--- src/rtl/tiny_alu_pkg.sv ---
// Shared types and defaults for the tiny ALU issue controller and its command buffer.
package tiny_alu_pkg;

  localparam int DEF_INPUT_DATA_BITS = 8;
  localparam int DEF_OPCODE_BITS     = 3;

  typedef enum logic [DEF_OPCODE_BITS-1:0] {
    OP_NOP = 3'd0,
    OP_ADD = 3'd1,
    OP_AND = 3'd2,
    OP_XOR = 3'd3,
    OP_MUL = 3'd4
  } alu_op_e;

  typedef enum logic [1:0] {
    ST_IDLE,
    ST_BUSY,
    ST_RESP
  } issue_state_e;

  // Opcodes that actually need the ALU; everything else is answered locally.
  function automatic logic is_alu_op(input logic [31:0] op);
    return (op >= 32'(OP_ADD)) && (op <= 32'(OP_MUL));
  endfunction

  function automatic logic is_nop(input logic [31:0] op);
    return op == 32'(OP_NOP);
  endfunction

endpackage

--- src/rtl/tiny_alu_issue_fifo.sv ---
// Synchronous command buffer: combinational head read, registered full/empty flags.
module tiny_alu_issue_fifo #(
  parameter int WIDTH = 8,
  parameter int DEPTH = 4
) (
  input  logic             clk_i,
  input  logic             rst_i,
  input  logic             push_i,
  input  logic [WIDTH-1:0] wr_data_i,
  input  logic             pop_i,
  output logic [WIDTH-1:0] rd_data_o,
  output logic             full_o,
  output logic             empty_o
);

  localparam int PTR_BITS = $clog2(DEPTH);
  localparam int CNT_BITS = PTR_BITS + 1;

  logic [WIDTH-1:0]    mem_q [DEPTH];
  logic [PTR_BITS-1:0] wr_ptr_q, wr_ptr_d;
  logic [PTR_BITS-1:0] rd_ptr_q, rd_ptr_d;
  logic [CNT_BITS-1:0] count_q, count_d;
  logic                full_q, full_d;
  logic                empty_q, empty_d;
  logic                do_push, do_pop;

  // NOTE: every always_comb output gets a value before any branch, so no latch can be inferred.
  always_comb begin
    do_push  = push_i && !full_q;
    do_pop   = pop_i && !empty_q;
    wr_ptr_d = wr_ptr_q + PTR_BITS'(do_push);
    rd_ptr_d = rd_ptr_q + PTR_BITS'(do_pop);
    count_d  = count_q + CNT_BITS'(do_push) - CNT_BITS'(do_pop);
    full_d   = (count_d == CNT_BITS'(DEPTH));
    empty_d  = (count_d == '0);
  end

  // NOTE: sequential state uses non-blocking assignments so every flop samples pre-edge values.
  always_ff @(posedge clk_i) begin
    if (rst_i) begin
      wr_ptr_q <= '0;
      rd_ptr_q <= '0;
      count_q  <= '0;
      full_q   <= 1'b0;
      empty_q  <= 1'b1;
    end else begin
      wr_ptr_q <= wr_ptr_d;
      rd_ptr_q <= rd_ptr_d;
      count_q  <= count_d;
      full_q   <= full_d;
      empty_q  <= empty_d;
    end
  end

  // NOTE: storage is not reset; the pointers and flags alone decide which entries are valid.
  always_ff @(posedge clk_i) begin
    if (do_push) begin
      mem_q[wr_ptr_q] <= wr_data_i;
    end
  end

  assign rd_data_o = mem_q[rd_ptr_q];
  assign full_o    = full_q;
  assign empty_o   = empty_q;

endmodule

--- src/rtl/tiny_alu_issue_ctrl.sv ---
// Issue controller for a tiny multi-cycle ALU: buffers commands, issues them one at a
// time in acceptance order, and returns one response (result or error) per command.
module tiny_alu_issue_ctrl
  import tiny_alu_pkg::*;
#(
  parameter int INPUT_DATA_BITS = DEF_INPUT_DATA_BITS,
  parameter int OPCODE_BITS     = DEF_OPCODE_BITS,
  parameter int FIFO_DEPTH      = 4,
  parameter int TIMEOUT_CYCLES  = 16
) (
  input  logic                         clk_i,
  input  logic                         rst_i,
  input  logic                         cmd_valid_i,
  output logic                         cmd_ready_o,
  input  logic [OPCODE_BITS-1:0]       cmd_op_i,
  input  logic [INPUT_DATA_BITS-1:0]   cmd_a_i,
  input  logic [INPUT_DATA_BITS-1:0]   cmd_b_i,
  output logic                         start_o,
  output logic [OPCODE_BITS-1:0]       op_o,
  output logic [INPUT_DATA_BITS-1:0]   a_o,
  output logic [INPUT_DATA_BITS-1:0]   b_o,
  input  logic                         done_i,
  input  logic [2*INPUT_DATA_BITS-1:0] result_i,
  output logic                         rsp_valid_o,
  input  logic                         rsp_ready_i,
  output logic [2*INPUT_DATA_BITS-1:0] rsp_result_o,
  output logic [OPCODE_BITS-1:0]       rsp_op_o,
  output logic                         rsp_err_o
);

  localparam int RES_BITS = 2 * INPUT_DATA_BITS;
  localparam int CMD_BITS = OPCODE_BITS + 2 * INPUT_DATA_BITS;
  localparam int TMO_BITS = $clog2(TIMEOUT_CYCLES + 1);

  issue_state_e               state_q, state_d;
  logic                       start_q, start_d;
  logic [OPCODE_BITS-1:0]     op_q, op_d;
  logic [INPUT_DATA_BITS-1:0] a_q, a_d, b_q, b_d;
  logic [TMO_BITS-1:0]        cnt_q, cnt_d;
  logic                       rsp_valid_q, rsp_valid_d;
  logic [RES_BITS-1:0]        rsp_result_q, rsp_result_d;
  logic [OPCODE_BITS-1:0]     rsp_op_q, rsp_op_d;
  logic                       rsp_err_q, rsp_err_d;

  logic                       fifo_pop, fifo_full, fifo_empty;
  logic [CMD_BITS-1:0]        fifo_rd_data;
  logic [OPCODE_BITS-1:0]     head_op;
  logic [INPUT_DATA_BITS-1:0] head_a, head_b;

  tiny_alu_issue_fifo #(
    .WIDTH (CMD_BITS),
    .DEPTH (FIFO_DEPTH)
  ) u_fifo (
    .clk_i     (clk_i),
    .rst_i     (rst_i),
    .push_i    (cmd_valid_i),
    .wr_data_i ({cmd_op_i, cmd_a_i, cmd_b_i}),
    .pop_i     (fifo_pop),
    .rd_data_o (fifo_rd_data),
    .full_o    (fifo_full),
    .empty_o   (fifo_empty)
  );

  assign {head_op, head_a, head_b} = fifo_rd_data;

  always_comb begin
    state_d      = state_q;
    start_d      = start_q;
    op_d         = op_q;
    a_d          = a_q;
    b_d          = b_q;
    cnt_d        = cnt_q;
    rsp_valid_d  = rsp_valid_q;
    rsp_result_d = rsp_result_q;
    rsp_op_d     = rsp_op_q;
    rsp_err_d    = rsp_err_q;
    fifo_pop     = 1'b0;

    unique case (state_q)
      ST_IDLE: begin
        if (!fifo_empty) begin
          fifo_pop = 1'b1;
          op_d     = head_op;
          a_d      = head_a;
          b_d      = head_b;
          cnt_d    = '0;
          if (is_alu_op(32'(head_op))) begin
            state_d = ST_BUSY;
          end else begin
            // NOP and undefined opcodes never reach the ALU.
            state_d      = ST_RESP;
            rsp_valid_d  = 1'b1;
            rsp_result_d = '0;
            rsp_op_d     = head_op;
            rsp_err_d    = !is_nop(32'(head_op));
          end
        end
      end

      ST_BUSY: begin
        start_d = 1'b1;
        if (done_i) begin
          start_d      = 1'b0;
          state_d      = ST_RESP;
          rsp_valid_d  = 1'b1;
          rsp_result_d = result_i;
          rsp_op_d     = op_q;
          rsp_err_d    = 1'b0;
        end else if (cnt_q == TMO_BITS'(TIMEOUT_CYCLES - 1)) begin
          start_d      = 1'b0;
          state_d      = ST_RESP;
          rsp_valid_d  = 1'b1;
          rsp_result_d = '0;
          rsp_op_d     = op_q;
          rsp_err_d    = 1'b1;
        end else begin
          cnt_d = cnt_q + TMO_BITS'(1);
        end
      end

      ST_RESP: begin
        if (rsp_ready_i) begin
          rsp_valid_d = 1'b0;
          state_d     = ST_IDLE;
        end
      end

      default: state_d = ST_IDLE;
    endcase
  end

  always_ff @(posedge clk_i) begin
    if (rst_i) begin
      state_q      <= ST_IDLE;
      start_q      <= 1'b0;
      op_q         <= '0;
      a_q          <= '0;
      b_q          <= '0;
      cnt_q        <= '0;
      rsp_valid_q  <= 1'b0;
      rsp_result_q <= '0;
      rsp_op_q     <= '0;
      rsp_err_q    <= 1'b0;
    end else begin
      state_q      <= state_d;
      start_q      <= start_d;
      op_q         <= op_d;
      a_q          <= a_d;
      b_q          <= b_d;
      cnt_q        <= cnt_d;
      rsp_valid_q  <= rsp_valid_d;
      rsp_result_q <= rsp_result_d;
      rsp_op_q     <= rsp_op_d;
      rsp_err_q    <= rsp_err_d;
    end
  end

  assign cmd_ready_o  = !fifo_full;
  assign start_o      = start_q;
  assign op_o         = op_q;
  assign a_o          = a_q;
  assign b_o          = b_q;
  assign rsp_valid_o  = rsp_valid_q;
  assign rsp_result_o = rsp_result_q;
  assign rsp_op_o     = rsp_op_q;
  assign rsp_err_o    = rsp_err_q;

endmodule

--- config.mk ---
export PLATFORM = sky130hd
export DESIGN_NAME = tiny_alu_issue_ctrl
export DESIGN_NICKNAME = d
export VERILOG_FILES = /design/src/rtl/tiny_alu_pkg.sv /design/src/rtl/tiny_alu_issue_fifo.sv /design/src/rtl/tiny_alu_issue_ctrl.sv
export SDC_FILE = /design/constraint.sdc
export NUM_CORES = 1
export LEC_CHECK = 0
export ABC_CLOCK_PERIOD_IN_PS = 3600
export BUFFER_PORTS_ARGS = -buffer_cell sky130_fd_sc_hd__buf_2
export CORE_ASPECT_RATIO = 0.75
export CORE_MARGIN = 5
export CORE_UTILIZATION = 55
export DETAILED_ROUTE_END_ITERATION = 6
export GPL_ROUTABILITY_DRIVEN = 1
export PLACE_DENSITY = 0.84
export SYNTH_ARGS = -nofsm -noshare
export SYNTH_HDL_FRONTEND = slang
export SYNTH_SLANG_ARGS = --single-unit
--- constraint.sdc ---
create_clock -name clk_i -period 3.6 [get_ports clk_i]
set_input_delay 0.36 -clock clk_i [delete_from_list [all_inputs] [get_ports clk_i]]
set_output_delay 0.36 -clock clk_i [all_outputs]
set_load 0.02 [all_outputs]
==> results.sh <==
export IMPL_max_clock_freq_ghz=0.3847
export IMPL_p_per_area_mw_per_mm2=820.2
export IMPL_synth_warning_count=0
export IMPL_whs_path_depth=1
export IMPL_synth_nets=377
export IMPL_grtUsageTotal_pct=18.91
export IMPL_hold_viol_final=0
export IMPL_max_cap_viol_count=0
export IMPL_synthTopCellsByArea="edfxtp_1, dfxtp_1, mux4_2"
export IMPL_setup_slack_ns=1.000
export IMPL_portBuffers=81
export IMPL_die_h_microns=92.19
export IMPL_syn_area_sq_mm=0.004954
export IMPL_initial_core_util_pct=55.45
export IMPL_clk_path_buf_depth=2
export IMPL_post_synth_num_cell_types=37
export IMPL_synth_flop_cell="edfxtp_1"
export IMPL_overflow=0
export IMPL_p_clk_share_pct=32.7
export IMPL_cts_sinks=133
export IMPL_hold_class="in2reg"
export IMPL_first_pass_iters=5
export IMPL_slew_viol_final=0
export IMPL_min_to="u_fifo.mem_q[1][9]"
export IMPL_totalWireLength_microns=9836
export IMPL_synth_top_cell_area_share_pct=46.07
export IMPL_grt_pass1_vias=3099
export IMPL_drive_above_1_share_pct=32.10
export IMPL_tightest_slew_ns=1.028
export IMPL_cp_end_kind="flop"
export IMPL_arrival_ns=2.93
export IMPL_grt_max_degree=39
export IMPL_peakVddDrop_mv=0.6439
export IMPL_seqPwrFrac_pct=40.2
export IMPL_cts_hold_buf=0
export IMPL_layout_nets=467
export IMPL_cts_tree="done"
export IMPL_grt_setup_unrepaired="no"
export IMPL_cts_root_buf="clkbuf_16"
export IMPL_yosys_area_top_type="edfxtp_1"
export IMPL_gp_routability_congestion=0.7446
export IMPL_ioPinCount=82
export IMPL_synth_edff_count=76
export IMPL_cp_required_ns=3.93
export IMPL_power_frac_comb_pct=27.1
export IMPL_fin_crit_sh_pct=72.21
export IMPL_dp_hpwl_microns=6224
export IMPL_min_delay_start="cmd_a_i[1]"
export IMPL_finalHoldWorstSlack_ns=0.1660
export IMPL_num_vias=3004
export IMPL_syn_instance_count=330
export IMPL_antenna_found_initial=0
export IMPL_power_leakage_uw=0.002345
export IMPL_viasPerCell=5.512
export IMPL_swShare_pct=30.71
export IMPL_yosysSeqAreaShare_pct=69.11
export IMPL_path_clk_slew_ns=0.05
export IMPL_clk_latency_ns=0.41
export IMPL_rows=30
export IMPL_worstSetupStartpointType="flop"
export IMPL_dr_first_iter_drc_count=211
export IMPL_fin_setup_tns_ns=0
export IMPL_place_detailed_instances=513
export IMPL_syn_area_per_cell_sq_um=15.01
export IMPL_critPathMaxFanout=15
export IMPL_status="completed"
export IMPL_stdcell_count=545
export IMPL_grt_pass1_wl_microns=15660
export IMPL_syn_to_final_growth_pct=21.62
export IMPL_period_needed_ns=2.600
export IMPL_power_switching_uw=1517
export IMPL_cts_max_level=4
export IMPL_reg2regPathDepth=11
export IMPL_ys_ff_latch=133
export IMPL_wire_per_inst_microns=18.05
export IMPL_finalClockSkew_ns=0.005032
export IMPL_drcViolationCount=0
export IMPL_p_int_uw=3424
export IMPL_r2r_slack_ns=1.00
export IMPL_numCtsBuffers=17
export IMPL_ys_async_sr_fraction_pct=0
export IMPL_setup_viol=0
export IMPL_reg2reg_from="state_q[0]"
export IMPL_detail_route_antenna_nets=0
export IMPL_antenna_cells=0
export IMPL_preCtsSetupSlack_ns=1.018
export IMPL_cts_setup_buffers=0
export IMPL_core_area_sq_mm=0.008934
export IMPL_crit_type="reg2reg"
export IMPL_dieArea_sq_mm=0.01102
export IMPL_relSlewSlack_pct=31.44
export IMPL_cts_resized=0
export IMPL_r2r_end="u_fifo.empty_o"
export IMPL_die_w_microns=119.6
-- layout by cell type (no fill, tap or decap), types with 2 or more instances in the layout --
| master | synthesis | final |
|---|---|---|
| a21oi_1 | 26 | 26 |
| a32o_1 | 10 | 10 |
| a32o_2 | 6 | 6 |
| and3_1 | 2 | 2 |
| buf_2 | 2 | 81 |
| buf_4 | 0 | 8 |
| bufinv_16 | 0 | 2 |
| clkbuf_1 | 9 | 9 |
| clkbuf_16 | 0 | 17 |
| clkinv_2 | 0 | 2 |
| dfxtp_1 | 57 | 57 |
| edfxtp_1 | 76 | 76 |
| ha_1 | 6 | 6 |
| inv_1 | 10 | 10 |
| mux2i_1 | 4 | 4 |
| mux4_1 | 3 | 3 |
| mux4_2 | 16 | 16 |
| nand2_1 | 43 | 43 |
| nand2b_1 | 5 | 5 |
| nor2_1 | 11 | 10 |
| nor2b_1 | 7 | 7 |
| nor3_1 | 4 | 4 |
| nor4b_1 | 2 | 2 |
| o211ai_1 | 4 | 4 |
| or3_1 | 2 | 2 |
| xnor2_1 | 3 | 3 |
| xor2_1 | 3 | 3 |
-- power by group through the flow --
stage / clock (uW) / combinational (uW) / sequential, uW
CTS: 1640 / 1360 / 1990
global route: 1720 / 1460 / 2010
detailed placement: 0 / 1340 / 2020
floorplan: 0 / 818 / 2150
finish: 1610 / 1340 / 1990
global placement: 0 / 1290 / 2000
-- cell usage after synthesis, types with 4 or more instances --
cell	n
inv_1	10
o211ai_1	4
nor3_1	4
clkbuf_1	9
dfxtp_1	57
a32o_1	10
a32o_2	6
a21oi_1	26
ha_1	6
nand2_1	43
nor2b_1	7
nor2_1	11
mux2i_1	4
edfxtp_1	76
nand2b_1	5
buf_1	4
mux4_2	16
-- final cells by class --
| class | count | area (sq um) |
|---|---|---|
| clock buffers | 27 | 473.0 |
| clock inverters | 5 | 77.57 |
| fillers | 615 | 2909 |
| inverters | 10 | 37.54 |
| multi-input cells | 169 | 1408 |
| flip-flops and latches | 133 | 3423 |
| well taps | 112 | 140.1 |
| repair buffers | 89 | 465.4 |
-- routing by layer --
layer | vias to the layer above | part of all wire, % | GRT usage (%)
met5 | - | 0 | 0
met4 | 0 | 0.93 | 5.910
met3 | 7 | 5.4 | 7.522
met2 | 82 | 51 | 31.02
met1 | 1492 | 42 | 23.19
li1 | 1423 | - | -
-- worst max path at each step --
| stage | from | end | cells after the start |
|---|---|---|---|
| floorplan | state_q[0] | u_fifo.empty_o | 12 |
| global placement | u_fifo.rd_ptr_q[0] | rsp_op_o[0] | 6 |
| detailed placement | u_fifo.rd_ptr_q[0] | rsp_op_o[1] | 6 |
| CTS | state_q[0] | u_fifo.empty_o | 11 |
| global route | u_fifo.rd_ptr_q[0] | rsp_op_o[1] | 6 |
| finish | state_q[0] | u_fifo.empty_o | 11 |
-- critical path, stage by stage (launching register included) --
cell and delay, ns:
dfxtp_1 0.46, or3_1 0.43, inv_1 0.08, ha_1 0.22, inv_1 0.06, ha_1 0.16, inv_1 0.07, fa_1 0.38
xor2_1 0.16, xnor2_1 0.22, nor2_1 0.10, a21oi_1 0.17
-- through the flow --
| step | total power [uW] | area (sq um) | utilization (%) |
|---|---|---|---|
| after detailed placement | 3351 | 5474 | 61.27 |
| after CTS | 4984 | 6025 | 67.44 |
| after global routing | 5196 | 6025 | 67.44 |
| after global placement | 3289 | 5474 | 61.27 |
| after floorplan | 2970 | 4954 | - |
| final | 4941 | 6025 | 67.44 |
-- flip-flops by register name, summed over array words and instances (netlist names) --
register,count
u_fifo.rd_ptr_q,2
rsp_err_o,1
start_o,1
rsp_valid_o,1
a_o,8
u_fifo.full_o,1
u_fifo.count_q,3
rsp_result_o,16
u_fifo.mem_q,76
state_q,2
rsp_op_o,3
u_fifo.empty_o,1
u_fifo.wr_ptr_q,2
b_o,8
cnt_q,5
op_o,3
-- cells by family (layout without fill, tap and decap cells) --
kind of cell    after synthesis  after routing  synth area share, %
compound gates               51             51                7.704
simple gates                 81             81                7.679
buf+inv                      28            131                2.627
flops                       133            133                69.11
mux                          24             24                9.902
xor+xnor                      6              6                1.061
fa+ha+maj                     7              7                1.920
Power figures use the tool's default switching activity.
